<file path="config.mk">
export PLATFORM = sky130hd
export DESIGN_NAME = ks_adder_pipe
export DESIGN_NICKNAME = d
export VERILOG_FILES = /design/src/rtl/ks_adder_pipe.sv
export SDC_FILE = /design/constraint.sdc
export NUM_CORES = 1
export LEC_CHECK = 0
export CAP_MARGIN = 30
export CORE_AREA = 2 2 160 162
export CTS_CLUSTER_DIAMETER = 200
export DETAILED_ROUTE_END_ITERATION = 10
export DIE_AREA = 0 0 162 164
export GPL_TIMING_DRIVEN = 1
export PLACE_DENSITY = 0.76
export SYNTH_ARGS = -nofsm -noshare
export SYNTH_HDL_FRONTEND = slang
export SYNTH_SLANG_ARGS = --single-unit
export TNS_END_PERCENT = 30
</file>
<file path="constraint.sdc">
create_clock -name clk -period 6 [get_ports clk]
set_input_delay 1.2 -clock clk [delete_from_list [all_inputs] [get_ports clk]]
set_output_delay 1.2 -clock clk [all_outputs]
set_load 0.05 [all_outputs]
</file>
<file path="src/rtl/ks_adder_pipe.sv">
// Pipelined Kogge-Stone add/subtract unit with valid/ready flow control,
// configurable register cuts in the prefix tree and a lower-part-OR approximate mode.
module ks_adder_pipe #(
  parameter int WIDTH       = 32,
  parameter int PIPE_STAGES = 2,
  parameter int APPROX_BITS = 8
) (
  input  logic             clk,
  input  logic             rst,
  input  logic             in_valid,
  output logic             in_ready,
  input  logic [WIDTH-1:0] x,
  input  logic [WIDTH-1:0] y,
  input  logic             cin,
  input  logic             sub,
  input  logic             approx_en,
  output logic             out_valid,
  input  logic             out_ready,
  output logic [WIDTH:0]   s,
  output logic             ovf
);

  localparam int LV = $clog2(WIDTH);
  localparam int PS = PIPE_STAGES;
  localparam int K  = APPROX_BITS;

  // Cut c sits at the level boundary ceil(c*LV/(PS+1)), spreading cuts evenly over the tree.
  function automatic int cut_pos(input int c);
    return (c * LV + PS) / (PS + 1);
  endfunction

  function automatic int cut_at(input int l);
    for (int c = 1; c <= PS; c++) begin
      if (cut_pos(c) == l) return c;
    end
    return 0;
  endfunction

  // ---------------------------------------------------------------- operand prep
  logic [WIDTH-1:0] ye, h_in, g_in, pf;
  logic             c0_in, lo_mode;

  // NOTE: every variable gets a default at the top of always_comb so no path leaves it unassigned (no latch).
  always_comb begin
    ye      = sub ? ~y : y;
    lo_mode = approx_en && (K > 0);
    c0_in   = cin ^ sub;
    h_in    = x ^ ye;
    pf      = x ^ ye;
    g_in    = x & ye;
    if (lo_mode) begin
      // Low bits become OR cells; only bit K-1 generates the carry into the exact part.
      c0_in = 1'b0;
      for (int i = 0; i < K; i++) begin
        h_in[i] = x[i] | ye[i];
        pf[i]   = 1'b0;
        if (i != K - 1) g_in[i] = 1'b0;
      end
    end
    g_in[0] = g_in[0] | (pf[0] & c0_in);
  end

  // ---------------------------------------------------------------- stage registers
  logic [PS:0]      st_v, st_c0, st_xm;
  logic [WIDTH-1:0] st_h [0:PS];
  logic [WIDTH-1:0] g0_q;
  logic [WIDTH-1:1] p0_q;
  logic [PS:0]      adv;
  logic             adv_out, full;

  // Stage k may load when it is empty or every stage below it down to the output can move.
  always_comb begin
    adv_out = ~out_valid | out_ready;
    full    = 1'b1;
    adv     = '0;
    for (int k = PS; k >= 0; k--) begin
      full   = full & st_v[k];
      adv[k] = adv_out | ~full;
    end
  end

  assign in_ready = rst & adv[0];

  // NOTE: sequential state is written with non-blocking assignments only, so stage k
  // captures the value stage k-1 held before this edge.
  // NOTE: data registers are cleared on reset too, so s/ovf read 0 right after reset.
  always_ff @(posedge clk) begin
    if (!rst) begin
      st_v  <= '0;
      st_c0 <= '0;
      st_xm <= '0;
      g0_q  <= '0;
      p0_q  <= '0;
      for (int k = 0; k <= PS; k++) st_h[k] <= '0;
    end else begin
      if (adv[0]) begin
        st_v[0] <= in_valid;
        if (in_valid) begin
          g0_q     <= g_in;
          p0_q     <= pf[WIDTH-1:1];
          st_h[0]  <= h_in;
          st_c0[0] <= c0_in;
          st_xm[0] <= x[WIDTH-1];
        end
      end
      for (int k = 1; k <= PS; k++) begin
        if (adv[k]) begin
          st_v[k] <= st_v[k-1];
          if (st_v[k-1]) begin
            st_h[k]  <= st_h[k-1];
            st_c0[k] <= st_c0[k-1];
            st_xm[k] <= st_xm[k-1];
          end
        end
      end
    end
  end

  // ---------------------------------------------------------------- prefix tree
  // Boundary l carries group G for every bit and group P only for bits >= 2^l,
  // the only ones the remaining levels still consume.
  for (genvar l = 0; l <= LV; l++) begin : bnd
    localparam int C = cut_at(l);
    logic [WIDTH-1:0] g;
    if (l == 0) begin : g_from_in
      assign g = g0_q;
    end else if (C != 0) begin : g_from_cut
      assign g = cut[C].g_q;
    end else begin : g_from_lvl
      assign g = lvl[l-1].g_o;
    end
    if (l < LV) begin : has_p
      logic [WIDTH-1:(1<<l)] p;
      if (l == 0) begin : p_from_in
        assign p = p0_q;
      end else if (C != 0) begin : p_from_cut
        assign p = cut[C].has_p.p_q;
      end else begin : p_from_lvl
        assign p = lvl[l-1].has_p.p_o;
      end
    end
  end

  for (genvar l = 0; l < LV; l++) begin : lvl
    localparam int SPAN = 1 << l;
    logic [WIDTH-1:0] g_o;
    always_comb begin
      g_o = bnd[l].g;
      for (int i = SPAN; i < WIDTH; i++)
        g_o[i] = bnd[l].g[i] | (bnd[l].has_p.p[i] & bnd[l].g[i-SPAN]);
    end
    if (2 * SPAN < WIDTH) begin : has_p
      logic [WIDTH-1:2*SPAN] p_o;
      always_comb begin
        p_o = '0;
        for (int i = 2 * SPAN; i < WIDTH; i++)
          p_o[i] = bnd[l].has_p.p[i] & bnd[l].has_p.p[i-SPAN];
      end
    end
  end

  for (genvar c = 1; c <= PS; c++) begin : cut
    localparam int POS = cut_pos(c);
    logic [WIDTH-1:0] g_q;
    always_ff @(posedge clk) begin
      if (!rst)                        g_q <= '0;
      else if (adv[c] && st_v[c-1])    g_q <= lvl[POS-1].g_o;
    end
    if (POS < LV) begin : has_p
      logic [WIDTH-1:(1<<POS)] p_q;
      always_ff @(posedge clk) begin
        if (!rst)                      p_q <= '0;
        else if (adv[c] && st_v[c-1])  p_q <= lvl[POS-1].has_p.p_o;
      end
    end
  end

  // ---------------------------------------------------------------- sum and output
  logic [WIDTH:0]   carry;
  logic [WIDTH-1:0] sum_w;
  logic             ovf_w;

  assign carry = {bnd[LV].g, st_c0[PS]};
  assign sum_w = st_h[PS] ^ carry[WIDTH-1:0];
  // Operand MSBs agree exactly when the MSB half-sum is 0 (the MSB is never approximated).
  assign ovf_w = ~st_h[PS][WIDTH-1] & (sum_w[WIDTH-1] ^ st_xm[PS]);

  always_ff @(posedge clk) begin
    if (!rst) begin
      out_valid <= 1'b0;
      s         <= '0;
      ovf       <= 1'b0;
    end else if (adv_out) begin
      out_valid <= st_v[PS];
      if (st_v[PS]) begin
        s   <= {carry[WIDTH], sum_w};
        ovf <= ovf_w;
      end
    end
  end

endmodule

</file>
==> impl_summary.txt <==
----------------------------------------------------
[Setup path]
  Biggest fanout along the worst timing path ... 5
  CP max-delay cell ... clkdlybuf4s50_1
  Critical R2R Launch ... st_v[1]$_SDFFE_PN0N_
  List of cells traversed by the critical path ... clkdlybuf4s50_1, nand4b_1, nor2_1, nor2_1, clkdlybuf4s50_1
  Critical path start-end classification ... input port to primary output
  Crit start category ... input port
  Cell depth of the worst setup path ... 5
  Minimum setup slack among reg-to-reg paths ... roughly 3.4 ns
  CP Capture Point ... in_ready
  Worst path buffer plus inverter count ... 2
  Family of cells with the greatest summed delay on the critical path ... buffers and inverters
  Data required time at the worst endpoint ... approximately 4.8 ns
  Start point of the critical path ... out_ready
  Number of cells traversed by the worst register-to-register path ... 5
  Critical Path AT ... ~3.1 ns
  Worst r2r dst ... st_h[0][36]$_SDFFCE_PN0P_
  Type of destination of the critical path ... primary output
  Maximum cell stage delay along the critical path ... 0.84 ns

[Clock tree]
  Clock sink count ... around 310
  Post-CTS Setup Bufs ... 0
  Root Buffer Master ... clkbuf_16
  Cts-stage hold buffer count ... 0
  Cts bufs inserted ... 30
  Maximum number of buffers from clock root to sink ... 3
  CTS H-Tree Depth ... 1
  Clock transition at path regs ... 0.06 ns
  Count of cells resized by post-cts repair ... 0
  TritonCTS clock tree ... done
  Clock latency of the later-clocked register in the worst-skew pair ... between 0.5 and 0.6 ns

[STA]
  Final-layout setup total negative slack ... 0 ns
  RSZ-0062 raised after global routing ... false
  Max Transition Viols Final ... 0
  Final count of negative-setup-slack endpoints ... 0
  Slew of the pin with the lowest slew margin ... 0.8985 ns
  Max Freq ... between 200 and 250 MHz
  Count of endpoints failing hold in the final timing report ... 0
  Remaining max-slew budget at the tightest pin ... roughly 40%
  Clock skew after layout ... 0.007357 ns
  Minimum clock period after layout ... approximately 4.3 ns
  Tcrit/Tclk final ... 71.89%
  Worst Hold Slack ... 0.4724 ns

[Yosys]
  Dominant cell type by area after synthesis ... dfxtp_1
  Most instantiated flip-flop cell in the synthesis netlist ... dfxtp_1
  Leading cell types by total area after synthesis ... dfxtp_1 (31%), edfxtp_1 (21%), a21oi_1 (5.8%)
  Flip-flop and latch count after synthesis ... 311
  Sequential element share of the synthesized area ... between 50 and 60%
  Async S/R FF share, synth ... 0%
  Fraction of the mapped netlist area in compound gates ... roughly 17%
  Dominant combinational cell family by area after synthesis ... compound AO/OA/AOI/OAI gates
  Portion of netlist area occupied by mux cells ... 4.635%
  Number of warnings issued by yosys ... 0
  Post-Synth XOR/XNOR Area ... roughly 4%
  Synth Area per Inst ... 10.05 um2
  Number of enable-type register cells in the synthesized netlist ... 96
  Cell Area, Synth ... roughly 0.014 mm2
  Simple logic cell fraction of the synthesized area ... 15.24%
  Post-synth net total ... 1508
  Adder and majority cell fraction of the synthesized area ... under 10%
  Cells after synthesis ... 1397
  Count of different cell masters after synthesis ... ~50
  Share of the synthesized area in the top cell type ... 30.66%

[Finish]
  Diodes inserted ... 0
  # nets final ... 1553
  Util after Layout ... 65.47%
  Fin cells ... 1796
  Share of post-route cells with drive strength above 1 ... 7.231%
  Commonest non-fill, non-tap cell in the layout ... dfxtp_1
  Final non-filler cell area ... 0.01625 mm2
  Area growth syn-to-layout ... 15.75%
  Number of inserted filler cells in the final layout ... 2059
  Leading cell types in the layout, fill and taps excluded ... dfxtp_1 (215), nand2_1 (185), a21oi_1 (163)

[Flow run]
  Max-cap violations ... 0

[Route]
  Post-detailed-route via-to-cell ratio ... 6.060
  Via count ... 10884
  Number of nets with antenna violations after routing ... 0
  Wire length per cell ... 19.48 um
  Initial DRT Pass Iterations ... 7
  DRC violations left ... 0
  Number of violations reported at the end of detailed-routing iteration 0 ... 1066
  Overall routed net length ... around 35 mm

[Power and ir drop]
  Total power density per cell area ... 293.1 mW/mm2
  Static leakage ... 5.948 nW
  Peak supply drop ... about 210 uV

[Place]
  IO Port Bufs ... between 100 and 150
  Area after DPL ... 0.01519 mm2
  Detailed placer's ending HPWL ... around 24 mm
  Total instance count after detailed placement ... 1738
  Last weighted congestion value of the routability-driven placer ... 0.8920

[Hold path]
  Min-Delay Path Class ... flip-flop to flip-flop
  Startpoint of the lowest-slack hold path ... s[18]$_SDFFE_PN0P_

[Global routing]
  Via count of the first global-routing pass ... 9995
  Number of antenna violations at the first check in global routing ... 0
  Global-route wire length before repair ... roughly 55 mm
  Leftover overflow at the end of global routing ... 0
  Combined global-route utilization of all metal layers ... 26.07%
  Maximum number of pins on one net before global-route repair ... about 110

[Floorplan]
  Number of placement rows ... between 50 and 60
  Number of top-level design ports ... 107
  Initial core utilization ... 56.56%
  Full die area ... 0.02657 mm2
  CORE AREA ... 0.02482 mm2
  DIE HEIGHT ... between 150 and 200 um
  Die W ... 162 um

[Outcome]
  Outcome ... completed

----------------------------------------------------
-- cell usage after synthesis (6+ instances only) --
master,n
nand2_1,185
o211ai_1,22
nor3b_1,88
nand3b_1,12
a21o_1,30
nand3_1,32
a311oi_1,22
o22ai_1,16
a211oi_1,28
o221a_2,22
clkbuf_1,90
nor3_1,12
ha_1,40
or4_1,40
dfxtp_1,215
buf_4,6
o21ai_0,55
a21oi_1,163
nor2_1,8
mux2i_1,65
xor2_1,49
buf_2,15
inv_1,24
edfxtp_1,96
xnor2_1,17
-- worst min path at each step --
stage / to / slack (ns) / cells after the start
global placement: bnd[4].has_p.p[26]$_SDFFE_PN0P_ / 0.46 / 2
detailed placement: s[18]$_SDFFE_PN0P_ / 0.46 / 2
CTS: s[18]$_SDFFE_PN0P_ / 0.47 / 2
floorplan: bnd[0].g[31]$_SDFFE_PN0P_ / 0.43 / 2
finish: s[18]$_SDFFE_PN0P_ / 0.47 / 2
global route: s[23]$_SDFFE_PN0P_ / 0.49 / 2
-- state kept, by name (all words and copies together), names as in the netlist --
register	flops
bnd.g	96
bnd.has_p.p	75
out_valid	1
ovf	1
s	33
st_c0	3
st_h	96
st_v	3
st_xm	3
-- per-stage QoR --
step | total power, mW | worst slack (ns)
after floorplan | 2.726 | 1.413
after global placement | 2.918 | 1.767
after detailed placement | 2.928 | 1.730
after CTS | 4.771 | 1.708
after global routing | 4.917 | 1.645
final | 4.762 | 1.686
-- final cells by class --
cell class	count	area, um2	area share, %
inverters	25	98.84	0.6083
flip-flops and latches	311	7187	44.23
well taps	330	412.9	2.541
clock buffers	42	930.9	5.729
repair buffers	131	1289	7.932
multi-input cells	943	6259	38.52
clock inverters	14	71.32	0.4389
-- power breakdown --
part / switching [mW] / total, mW / leakage, nW / internal (mW)
logic: 0.293 / 0.507 / 2.66 / 0.214
clock network: 0.787 / 1.87 / 0.506 / 1.08
registers: 0.0925 / 2.39 / 2.78 / 2.30
-- tightest hold or removal path: cells and delay by family, from the launching register on --
kind / cells / cell delay, ns
DFF: 1 / 0.31
AOI/OAI and AO/OA: 1 / 0.06
and+or+nand+nor: 1 / 0.05
-- cells by family (layout without fill, tap and decap cells) --
group,Yosys count,in the layout
AO/OA/AOI/OAI,375,375
buffers and inverters,143,212
multiplexers,65,65
AND/OR/NAND/NOR,397,397
XOR/XNOR,66,66
adder cells (fa/ha/maj),40,40
flip-flops,311,311
-- layer usage --
layer  up-vias  global-route usage [%]  wire [um]
met5         -                       0          0
met4         0                   6.074        681
met3        53                   3.485       2470
met2       408                   41.33      15910
met1      5212                   38.15      15930
li1       5211                       -          -
(Power assumes the default switching activity.)
